### src/rtl/banco_registradores.sv
// Register file: R0 hardwired to zero, R1..R(N-1) written on the rising clock edge,
// and two independent read ports with combinational, unbypassed reads.
module banco_registradores #(
    parameter  int LARGURA_DADO = 8,
    parameter  int NUM_REGS     = 8,
    localparam int LARGURA_END  = $clog2(NUM_REGS)
) (
    input  logic                    clock,
    input  logic                    reset,
    input  logic [LARGURA_END-1:0]  reg_leitura1,
    input  logic [LARGURA_END-1:0]  reg_leitura2,
    input  logic [LARGURA_END-1:0]  reg_escrita,
    input  logic [LARGURA_DADO-1:0] dado_escrita,
    input  logic                    escreve_reg,
    output logic [LARGURA_DADO-1:0] dado_lido1,
    output logic [LARGURA_DADO-1:0] dado_lido2
);

    // R0 has no storage; its address simply decodes to zero on the read side.
    logic [LARGURA_DADO-1:0] regs [1:NUM_REGS-1];

    always_ff @(posedge clock) begin
        if (!reset) begin
            for (int i = 1; i < NUM_REGS; i++) begin
                regs[i] <= '0;
            end
        end else if (escreve_reg) begin
            for (int i = 1; i < NUM_REGS; i++) begin
                if (reg_escrita == LARGURA_END'(i)) begin
                    regs[i] <= dado_escrita;
                end
            end
        end
    end

    // Reads look only at stored state, so the write-side inputs never reach the outputs
    // combinationally and the ALU loop in the single-cycle datapath stays broken.
    always_comb begin
        dado_lido1 = '0;
        dado_lido2 = '0;
        for (int i = 1; i < NUM_REGS; i++) begin
            if (reg_leitura1 == LARGURA_END'(i)) begin
                dado_lido1 = regs[i];
            end
            if (reg_leitura2 == LARGURA_END'(i)) begin
                dado_lido2 = regs[i];
            end
        end
    end

endmodule

### config.mk
export PLATFORM = sky130hd
export DESIGN_NAME = banco_registradores
export DESIGN_NICKNAME = d
export VERILOG_FILES = /design/src/rtl/banco_registradores.sv
export SDC_FILE = /design/constraint.sdc
export NUM_CORES = 1
export LEC_CHECK = 0
export CORE_ASPECT_RATIO = 1.2
export CORE_UTILIZATION = 50
export DETAILED_ROUTE_END_ITERATION = 8
export PLACE_DENSITY = 0.7
export SYNTH_ARGS = -nofsm -noshare
export SYNTH_HDL_FRONTEND = slang
export SYNTH_SLANG_ARGS = --single-unit
### constraint.sdc
create_clock -name clock -period 2.3 [get_ports clock]
set_input_delay 0.575 -clock clock [delete_from_list [all_inputs] [get_ports clock]]
set_output_delay 0.575 -clock clock [all_outputs]
set_load 0.01 [all_outputs]
# Word level (Yosys, flattened, before mapping)
# Memories as Yosys holds them, arrays and structs flattened.
# Cells that the tools add are included.
# op_classes
eq_ne,21
n_mux,50
bitwise,7
# ops
cell,count
two-way mux 8 bit,21
== test 3 bit (second input constant),12
two-way mux 1 bit,29
== test 3 x 2 -> 1 bit (second input constant),6
== test 3 x 1 -> 1 bit (second input constant),3
OR 1 bit,7
# totals
ff_bits,0
ramBits,56
in_bits,20
out_inout_bits,16
elab_cells,79
n_memories,1
# memory_table
memory,depth,word_bits,rd,rd_clocked_by_memory_dff,write_ports,line_no,rtl
regs,7,8,7,0,7,20,logic [LARGURA_DADO-1:0] regs [1:NUM_REGS-1];

# Depth between registers and ports, before layout
# Gate-level depths: netlist of the first run.
# logic_depth
ltp_word,8
ltp_mapped,7
depth_no_buf,4

# Worst setup path after synthesis of the first run
# Ideal clock, no wire load.
# synth_path
kind,in2out
from,input reg_leitura1[0]
to,output dado_lido1[4]
t_arrival_ns,1.451
required_time_ns,1.725
path_slack_ns,0.274
stages,6
path_buffers,2
cell_sequence,buf_2 buf_2 nor2_1 a22oi_1 a21oi_1 a2bb2oi_1
# synth_via
elab_chain_len,8
word_cells_on_any_way,14
classes_between,eq/ne: 7; mux: 7
# synth_rtl
element,line_no,rtl
from (decl),10,"input logic [LARGURA_END-1:0] reg_leitura1,"
== test 3 x 1 -> 1 bit,42,if (reg_leitura1 == LARGURA_END'(i)) begin
two-way mux 8 bit (6 in a row),42,
two-way mux 8 bit *,42,
to (decl),15,"output logic [LARGURA_DADO-1:0] dado_lido1,"
# Mark *: on every way between the ends. The rest lies on a longest branch, timed or not.

# Worst setup path after layout of the first run
# layout_path
from,input reg_leitura1[2]
to,output dado_lido1[7]
# The elaborated chain is that of the path after synthesis.

==> flow_metrics.py, run 1 <==
metrics = {
    "run_status": {
        "status": "completed",
    },
    "global_route": {
        "grt_pass1_vias": 2616,
        "met2_usage_pct": 44.9,
        "groute.layer.met1.usage_pct": 38.4,
        "antenna_found_initial": 0,
        "globalRouteTotalUtil_pct": 27.7,
        "grt_max_degree": 18,
        "top_usage_layer": "met2",
        "grt_pass1_wl_mm": 13.5,
        "met3_usage_pct": 4.04,
        "grt-ovfl-total": 0,
    },
    "timing": {
        "timing.slew.headroom_pct": 81.1,
        "finalCritPeriodShare_pct": 98.6,
        "tightest_slew_ps": 283,
        "setup_viol": 0,
        "worst_slack_ps": 32.7,
        "fmax_mhz": 441,
        "finalHoldViolCount": 0,
        "drv_slew": 0,
        "whs_ps": 1050,
        "fin_crit_ps": 2270,
    },
    "synthesis": {
        "ys_ff_latch": 56,
        "yosys_warnings": 0,
        "synthCells": 281,
        "yosys_most_used_dff": "edfxtp_1",
        "postSynth.asyncResetShare_pct": 0,
        "ys_seq_area_share_pct": 52.0,
        "yosys-top-cells-count": "and2_1, edfxtp_1, nand2_1",
        "synth_fp_nets": 301,
        "yosysMostFrequentCell": "and2_1",
        "syn_avg_cell_area_um2": 11.5,
        "yosysTopAreaCell": "edfxtp_1",
        "netlist_area_mm2": 0.00323,
        "synth_area_leaders": "edfxtp_1, and2_1, mux2i_1",
        "ys_types": 40,
        "synth_edf_count": 56,
        "synthDominantCellAreaShare_pct": 52.0,
    },
    "drt": {
        "firstDrtPassIters": 5,
        "ant_nets": 0,
        "drc": 0,
        "detail_route.vias_per_cell": 5.76,
        "vias": 2614,
        "routedWlPerCell_um": 19.5,
        "drtIter0Drc": 228,
        "routed_wl_mm": 8.84,
    },
    "floorplanning": {
        "coreArea_mm2": 0.00613,
        "ios": 36,
        "die-area_mm2": 0.00679,
        "die_x_um": 75.4,
        "floorplan.initialDensity_pct": 52.7,
        "die_h_um": 90.1,
        "core.rowCount": 31,
    },
    "place": {
        "io_buffers": 35,
        "placed_cell_area_mm2": 0.00398,
        "place.gp.congestion": 0.883,
        "dp.cells": 435,
        "place_ws_ps": -803,
        "dpl.hpwl_mm": 6.11,
    },
    "power_and_ir_drop": {
        "power.switching_mw": 0.593,
        "switching_share_pct": 25.3,
        "pwr-share-seq_pct": 52.6,
        "peakVddDrop_mv": 0.409,
        "p_comb_share_pct": 20.2,
        "p_leak_nw": 1.67,
        "power_per_cell_area_mw_per_mm2": 556,
        "p_clk_share_pct": 27.2,
        "power.internal_mw": 1.75,
    },
    "clocking": {
        "root_buffer": "clkbuf_8",
        "cts_buffers": 5,
        "cts_buffer_depth": 2,
        "cts.sinks": 56,
        "clk_pin_slew_ps": 100,
        "cts_tree": "built",
        "h-tree-depth": 2,
    },
    "finish": {
        "stdcell_count": 454,
        "nets": 391,
        "drive_gt1_share_pct": 33.6,
        "largest_register": "regs",
        "area_growth_pct": 30.4,
        "largest_register_ffs": 56,
        "top_regs": "regs x56",
        "post-route-util_pct": 68.8,
        "n_antenna_cell": 0,
        "final_area_mm2": 0.00421,
        "fillerInstances": 498,
    },
    "hold_path": {
        "min_path_type": "input port to flop",
        "min_to": "regs[0][56]$_SDFFCE_PN0P_",
        "hp-start": "dado_escrita[0]",
        "holdPathStages": 2,
    },
    "worst_setup_path": {
        "worstPathArrival_ps": 1690,
        "critPathRequiredTime_ps": 1730,
        "startpoint_type": "input port",
        "crit_path_end_kind": "output port",
        "critPathKind": "input port to output port",
        "crit_fanout": 6,
    },
    "job": {
        "maxCapViolations": 0,
    },
}
placed cells by master (no fill, tap or decap), types with 8 or more instances in the layout:
master           instances
nor2_1                  10
and2_1                  56
buf_4                   55
clkdlybuf4s50_1         13
buf_6                   10
nand2_1                 23
clkbuf_2                 8
edfxtp_1                56
a21oi_1                  9
o21ai_0                 10
mux2_2                   9
buf_2                   10
mux2i_1                 15
cell type report:
| type | instances | area, um2 | area share [%] |
|---|---|---|---|
| Tap cell | 82 | 103 | 2.43 |
| Inverter | 2 | 7.51 | 0.178 |
| Timing Repair Buffer | 99 | 791 | 18.8 |
| Clock inverter | 3 | 42.5 | 1.01 |
| Multi-Input combinational cell | 207 | 1520 | 36.1 |
| Sequential cell | 56 | 1680 | 39.9 |
| Clock buffer | 5 | 68.8 | 1.63 |
worst max-delay path, cell delays in order:
cell	delay (ps)
buf_4	120
buf_6	130
mux2i_1	230
o21ai_1	100
a221oi_2	240
a21oi_1	70
clkdlybuf4s15_1	230
cells by family after synthesis:
group	synth area share (%)
buffers and inverters	3.72
AND/OR/NAND/NOR	19.5
multiplexers	10.3
AO/OA/AOI/OAI	14.4
flip-flops	52.0
power by group through the flow:
stage	Sequential [mW]	Clock [mW]	Combinational (mW)
detailed placement	1.25	0	0.457
CTS	1.23	0.636	0.468
finish	1.23	0.637	0.473
floorplan	1.24	0	0.234
global route	1.24	0.688	0.507
global placement	1.25	0	0.453
routing by layer:
metal  vias to the layer above  part of all wire, %
li1                       1235                    -
met1                      1261                   41
met2                       105                   50
met3                        13                  7.5
met4                         0                  1.3
met5                         -                    0
worst max path at each step:
stage	slack, ps	end	from	depth (start not counted)
floorplan	270	dado_lido1[4]	reg_leitura1[0]	6
global placement	-810	dado_lido1[1]	reg_leitura1[1]	6
detailed placement	-800	dado_lido1[1]	reg_leitura1[1]	6
CTS	0.4	dado_lido2[2]	reg_leitura2[1]	8
global route	-30	dado_lido1[4]	reg_leitura1[2]	7
finish	30	dado_lido1[7]	reg_leitura1[2]	7
timing repair:
item	CTS	global route
buffers inserted	10	1
setup endpoints to repair	16	14
cloned	1	0
pin swaps	6	5
resized for setup	93	23
hold buffers	0	0
per-stage QoR:
step           power (mW)  setup TNS, ps
4_1_cts              2.33              0
5_1_grt              2.43          -41.3
2_1_floorplan        1.47              0
3_5_place_dp         1.71         -11900
3_3_place_gp         1.70         -11900
6_report             2.34              0
(Power assumes the default switching activity.)
==> run 2: changes to the inputs <==
--- a/config.mk
+++ b/config.mk
@@ -7,6 +7,8 @@
 export LEC_CHECK = 0
-export CORE_ASPECT_RATIO = 1.2
-export CORE_UTILIZATION = 50
+export CELL_PAD_IN_SITES_DETAIL_PLACEMENT = 1
+export CELL_PAD_IN_SITES_GLOBAL_PLACEMENT = 1
+export CORE_ASPECT_RATIO = 1.25
+export CORE_UTILIZATION = 45
 export DETAILED_ROUTE_END_ITERATION = 8
-export PLACE_DENSITY = 0.7
+export PLACE_DENSITY = 0.77
 export SYNTH_ARGS = -nofsm -noshare
--- a/constraint.sdc
+++ b/constraint.sdc
@@ -3,2 +3,2 @@
 set_output_delay 0.575 -clock clock [all_outputs]
-set_load 0.01 [all_outputs]
+set_load 0.1 [all_outputs]
==> run 2 against run 1 <==
The run now ends with setup timing left. Flip-flop and latch count unchanged. Die area is 11% higher. Final cell count rose by 4.0%. Total power rose by 21%. First-iteration DRC count is 3.9% higher. Critical path type unchanged. Critical endpoint is now dado_lido1[5].
==> flow_metrics.py, run 2 (synthesized netlist as in run 1, its figures left out) <==
metrics = {
    "run_status": {
        "violations": "setup timing",
        "status": "finished with violations",
    },
    "worst_setup_path": {
        "slowest_stage": "a21oi_2",
        "timing.critical_path.buf_inv": 5,
        "critPathLaunch": "reg_leitura1[2]",
        "critPathKind": "input port to output port",
        "worstPathArrival_ps": 1800,
        "cpLargestDelayFamily": "buffers and inverters",
        "crit_path_end_kind": "output port",
        "critPathRequiredTime_ps": 1730,
        "crit_chain": "buf_8 -> buf_12 -> buf_4 -> buf_4 -> o21ai_1 -> a21oi_1 -> a21oi_2 -> a21oi_4 -> buf_12",
        "cp_slowest_stage_delay_ps": 190,
        "crit_fanout": 8,
        "startpoint_type": "input port",
    },
    "finish": {
        "top_regs": "regs x56",
        "final_cell_mix": "buf_4, and2_1, edfxtp_1",
        "regArea_mm2": 0.00168,
        "area_growth_pct": 54.3,
        "n_antenna_cell": 0,
        "multi_input_area_mm2": 0.00189,
        "post-route-util_pct": 71.9,
        "nets": 402,
        "fillerInstances": 664,
        "final_common_cell": "buf_4",
        "largest_register_ffs": 56,
        "largest_register": "regs",
        "drive_gt1_share_pct": 46.6,
    },
    "clocking": {
        "cts.sinks": 56,
        "h-tree-depth": 2,
        "cts_buffer_depth": 2,
        "hold_buffers": 0,
        "root_buffer": "clkbuf_8",
        "cts_tree": "built",
        "clk_pin_slew_ps": 100,
        "cts_buffers": 5,
    },
    "place": {
        "place.gp.congestion": 0.842,
        "io_buffers": 35,
        "dpl.hpwl_mm": 8.29,
    },
    "drt": {
        "routedWlPerCell_um": 28.0,
        "ant_nets": 0,
        "routed_wl_mm": 13.2,
        "vias": 2925,
        "firstDrtPassIters": 4,
        "drtIter0Drc": 237,
        "drc": 0,
        "detail_route.vias_per_cell": 6.20,
    },
    "timing": {
        "fmax_mhz": 422,
        "finalCritPeriodShare_pct": 103,
        "worst_slack_ps": -72.1,
        "rsz0062_at_grt": "true",
        "tightest_slew_ps": 333,
        "setup_viol": 8,
        "finalHoldViolCount": 0,
        "drv_slew": 0,
        "setup_tns_ps": -324,
        "timing.slew.headroom_pct": 77.2,
        "fin_crit_ps": 2370,
    },
    "global_route": {
        "grt_pass1_wl_mm": 18.1,
        "globalRouteTotalUtil_pct": 33.2,
        "grt-ovfl-total": 0,
        "grt_pass1_vias": 3226,
        "grt_max_degree": 17,
        "antenna_found_initial": 0,
    },
    "hold_path": {
        "hp-start": "dado_escrita[4]",
        "min_path_type": "input port to flop",
    },
    "floorplanning": {
        "die_h_um": 96.8,
        "core.rowCount": 34,
        "floorplan.initialDensity_pct": 46.6,
        "ios": 36,
        "die-area_mm2": 0.00753,
        "coreArea_mm2": 0.00693,
        "die_x_um": 77.8,
    },
    "power_and_ir_drop": {
        "peakVddDrop_mv": 0.546,
        "p_leak_nw": 1.91,
        "power_per_cell_area_mw_per_mm2": 569,
    },
    "job": {
        "maxCapViolations": 0,
    },
}
## run 2: metal layers
| layer | share of wire (%) | up-vias | track usage (%) |
|---|---|---|---|
| met2 | 55 | 131 | 60.7 |
| met4 | 2.6 | 0 | 12.3 |
| li1 | - | 1263 | - |
| met5 | 0 | - | 0 |
| met3 | 5.1 | 27 | 3.87 |
| met1 | 37 | 1504 | 39.3 |
## run 2: worst paths after layout
| kind | end | slack [ps] | cells past startpoint |
|---|---|---|---|
| setup / recovery | dado_lido1[5] | -70 | 9 |
| hold / removal | regs[0][52]$_SDFFCE_PN0P_ | 1060 | 2 |
## run 2: what timing repair did
| action | CTS | global route |
|---|---|---|
| resized for setup | 84 | 27 |
| setup buffers | 9 | 3 |
| setup endpoints to repair | 16 | 15 |
| cloned | 1 | 0 |
| pin swaps | 26 | 18 |
## run 2: layout make-up
type,count,share of cell area [%]
Timing Repair Buffer,110,24.2
Tap cell,90,2.26
Multi-Input combinational cell,207,38.0
Clock inverter,2,0.251
Inverter,2,0.226
Sequential cell,56,33.7
Clock buffer,5,1.38
## run 2: report_power, final
group          switching [mW]  internal [mW]
logic                   0.601          0.429
registers              0.0571           1.19
clock network           0.348          0.208
total                    1.01           1.83
## run 2: through the flow
step	total power [mW]	instances	hold slack, ps	area, um2	setup slack [ps]
finish	2.84	472	1060	4990	-72.1
global route	2.89	472	1100	4990	-85.4
CTS	2.75	470	1060	4880	-20.8
detailed placement	2.17	455	1320	4500	-676
global placement	2.15	455	1320	4500	-566
floorplan	1.80	281	773	3520	-1.85
==> run 3: changes to the inputs <==
Settings changed: CTS_BUF_LIST set to sky130_fd_sc_hd__clkbuf_16, TNS_END_PERCENT set to 5.
==> run 3 against run 2 <==
The run still ends with setup timing left. Sequential share of layout area fell by 0.43 points. Core utilization grew 0.94 points. Critical endpoint is now dado_lido1[2]. Via count grew 1.8%. Maximum frequency about the same. Routed wire length grew 8.1%. Flip-flop and latch count is the same. Critical path type unchanged. Total power up 13%. Largest cell class unchanged. Critical path depth stayed put. Highest routed layer unchanged. First-iteration DRC count is 51% higher. Worst hold slack gained 18 ps. Non-clock buffer count shrank 11.
==> flow_metrics.py, run 3 (synthesized netlist as in run 1, its figures left out) <==
metrics = {
    "worst_setup_path": {
        "crit_chain": "buf_12 -> buf_8 -> buf_6 -> o21ai_2 -> a21oi_1 -> a221oi_2 -> buf_4 -> a21oi_4 -> buf_12",
        "cpLargestDelayFamily": "buffers and inverters",
        "worstPathArrival_ps": 1800,
        "critPathRequiredTime_ps": 1730,
        "cp_slowest_stage_delay_ps": 200,
        "critPathKind": "input port to output port",
        "crit_fanout": 4,
        "timing.critical_path.buf_inv": 5,
        "slowest_stage": "a221oi_2",
        "startpoint_type": "input port",
        "path_common_cell": "buf_12",
        "crit_path_end_kind": "output port",
    },
    "timing": {
        "fmax_mhz": 421,
        "drv_slew": 0,
        "rsz0062_at_grt": "true",
        "worst_slack_ps": -73.2,
        "tightest_slew_ps": 321,
        "finalHoldViolCount": 0,
        "timing.slew.headroom_pct": 78.0,
        "finalCritPeriodShare_pct": 103,
        "whs_ps": 1080,
        "setup_tns_ps": -515,
        "setup_viol": 13,
        "fin_crit_ps": 2370,
    },
    "clocking": {
        "hold_buffers": 0,
        "cts_buffers": 5,
        "h-tree-depth": 2,
        "root_buffer": "clkbuf_16",
        "cts.sinks": 56,
        "cts_tree": "built",
        "clk_pin_slew_ps": 70,
        "cts_buffer_depth": 2,
    },
    "power_and_ir_drop": {
        "peakVddDrop_mv": 0.839,
        "p_leak_nw": 1.91,
        "power_per_cell_area_mw_per_mm2": 634,
        "finalPower_mw": 3.20,
    },
    "hold_path": {
        "holdPathStages": 2,
        "min_to": "regs[0][20]$_SDFFCE_PN0P_",
        "hp-start": "dado_escrita[4]",
        "min_path_type": "input port to flop",
    },
    "drt": {
        "routed_wl_mm": 14.3,
        "drtIter0Drc": 358,
        "routed-wl-met2_mm": 7.44,
        "firstDrtPassIters": 5,
        "wl_met3_um": 874,
        "detail_route.vias_per_cell": 6.45,
        "routedWlPerCell_um": 30.9,
        "routed.top_layer": "met4",
        "drc": 0,
        "ant_nets": 0,
        "vias": 2978,
        "met1Wirelength_mm": 5.29,
    },
    "finish": {
        "drive_gt1_share_pct": 45.2,
        "area_growth_pct": 56.3,
        "largest_register": "regs",
        "fillerInstances": 619,
        "n_antenna_cell": 0,
        "top_regs": "regs x56",
        "nets": 391,
        "largest_register_ffs": 56,
        "final_cell_mix": "and2_1, edfxtp_1, buf_4",
        "final_area_mm2": 0.00505,
    },
    "place": {
        "placed_cell_area_mm2": 0.00440,
        "io_buffers": 35,
        "place_ws_ps": -668,
        "dpl.hpwl_mm": 7.68,
        "place.gp.congestion": 0.887,
    },
    "floorplanning": {
        "floorplan.initialDensity_pct": 46.6,
        "die_h_um": 96.8,
        "die_x_um": 77.8,
        "core.rowCount": 34,
        "coreArea_mm2": 0.00693,
        "die-area_mm2": 0.00753,
        "ios": 36,
    },
    "global_route": {
        "grt-ovfl-total": 0,
        "grt_max_degree": 19,
        "grt_pass1_wl_mm": 19.5,
        "grt_pass1_vias": 3141,
        "globalRouteTotalUtil_pct": 36.6,
        "antenna_found_initial": 0,
    },
    "job": {
        "maxCapViolations": 0,
    },
    "run_status": {
        "violations": "setup timing",
        "status": "finished with violations",
    },
}
run 3: report_power, final:
| group | switching [mW] | total, mW | leakage [nW] | internal (mW) |
|---|---|---|---|---|
| sequential | 0.0622 | 1.26 | 0.541 | 1.19 |
| clock | 0.385 | 0.903 | 0.0840 | 0.518 |
| combinational | 0.616 | 1.05 | 1.29 | 0.429 |
run 3: worst max path at each step:
| stage | from | end | slack [ps] | cells after the start |
|---|---|---|---|---|
| CTS | reg_leitura2[0] | dado_lido2[1] | -40 | 7 |
| detailed placement | reg_leitura1[1] | dado_lido1[5] | -670 | 6 |
| finish | reg_leitura1[2] | dado_lido1[2] | -70 | 9 |
| floorplan | reg_leitura1[0] | dado_lido1[4] | -150 | 6 |
| global route | reg_leitura1[2] | dado_lido1[2] | -120 | 9 |
| global placement | reg_leitura1[1] | dado_lido1[7] | -620 | 6 |
run 3: metal layers:
layer | vias up | GRT usage, %
met3 | 54 | 6.51
met5 | - | 0
met4 | 0 | 15.8
li1 | 1246 | -
met2 | 166 | 63.8
met1 | 1512 | 43.8
run 3: final cells by class:
cell class	instances	area, um2	area share (%)
Tap cell	90	113	2.23
Inverter	2	11.3	0.223
Clock inverter	3	47.5	0.941
Multi-Input combinational cell	207	1900	37.6
Timing Repair Buffer	99	1170	23.2
Sequential cell	56	1680	33.3
Clock buffer	5	125	2.48
run 3: metrics by stage:
stage,utilization (%),std cells
global route,72.8,462
floorplan,-,281
CTS,70.8,459
global placement,63.5,445
finish,72.8,462
detailed placement,63.5,445
run 3: repair_timing:
item	4_1_cts	5_1_grt
cloned	2	0
endpoints found under the setup margin	16	16
pin swaps	15	14
buffers inserted	6	3
resized for setup	85	29
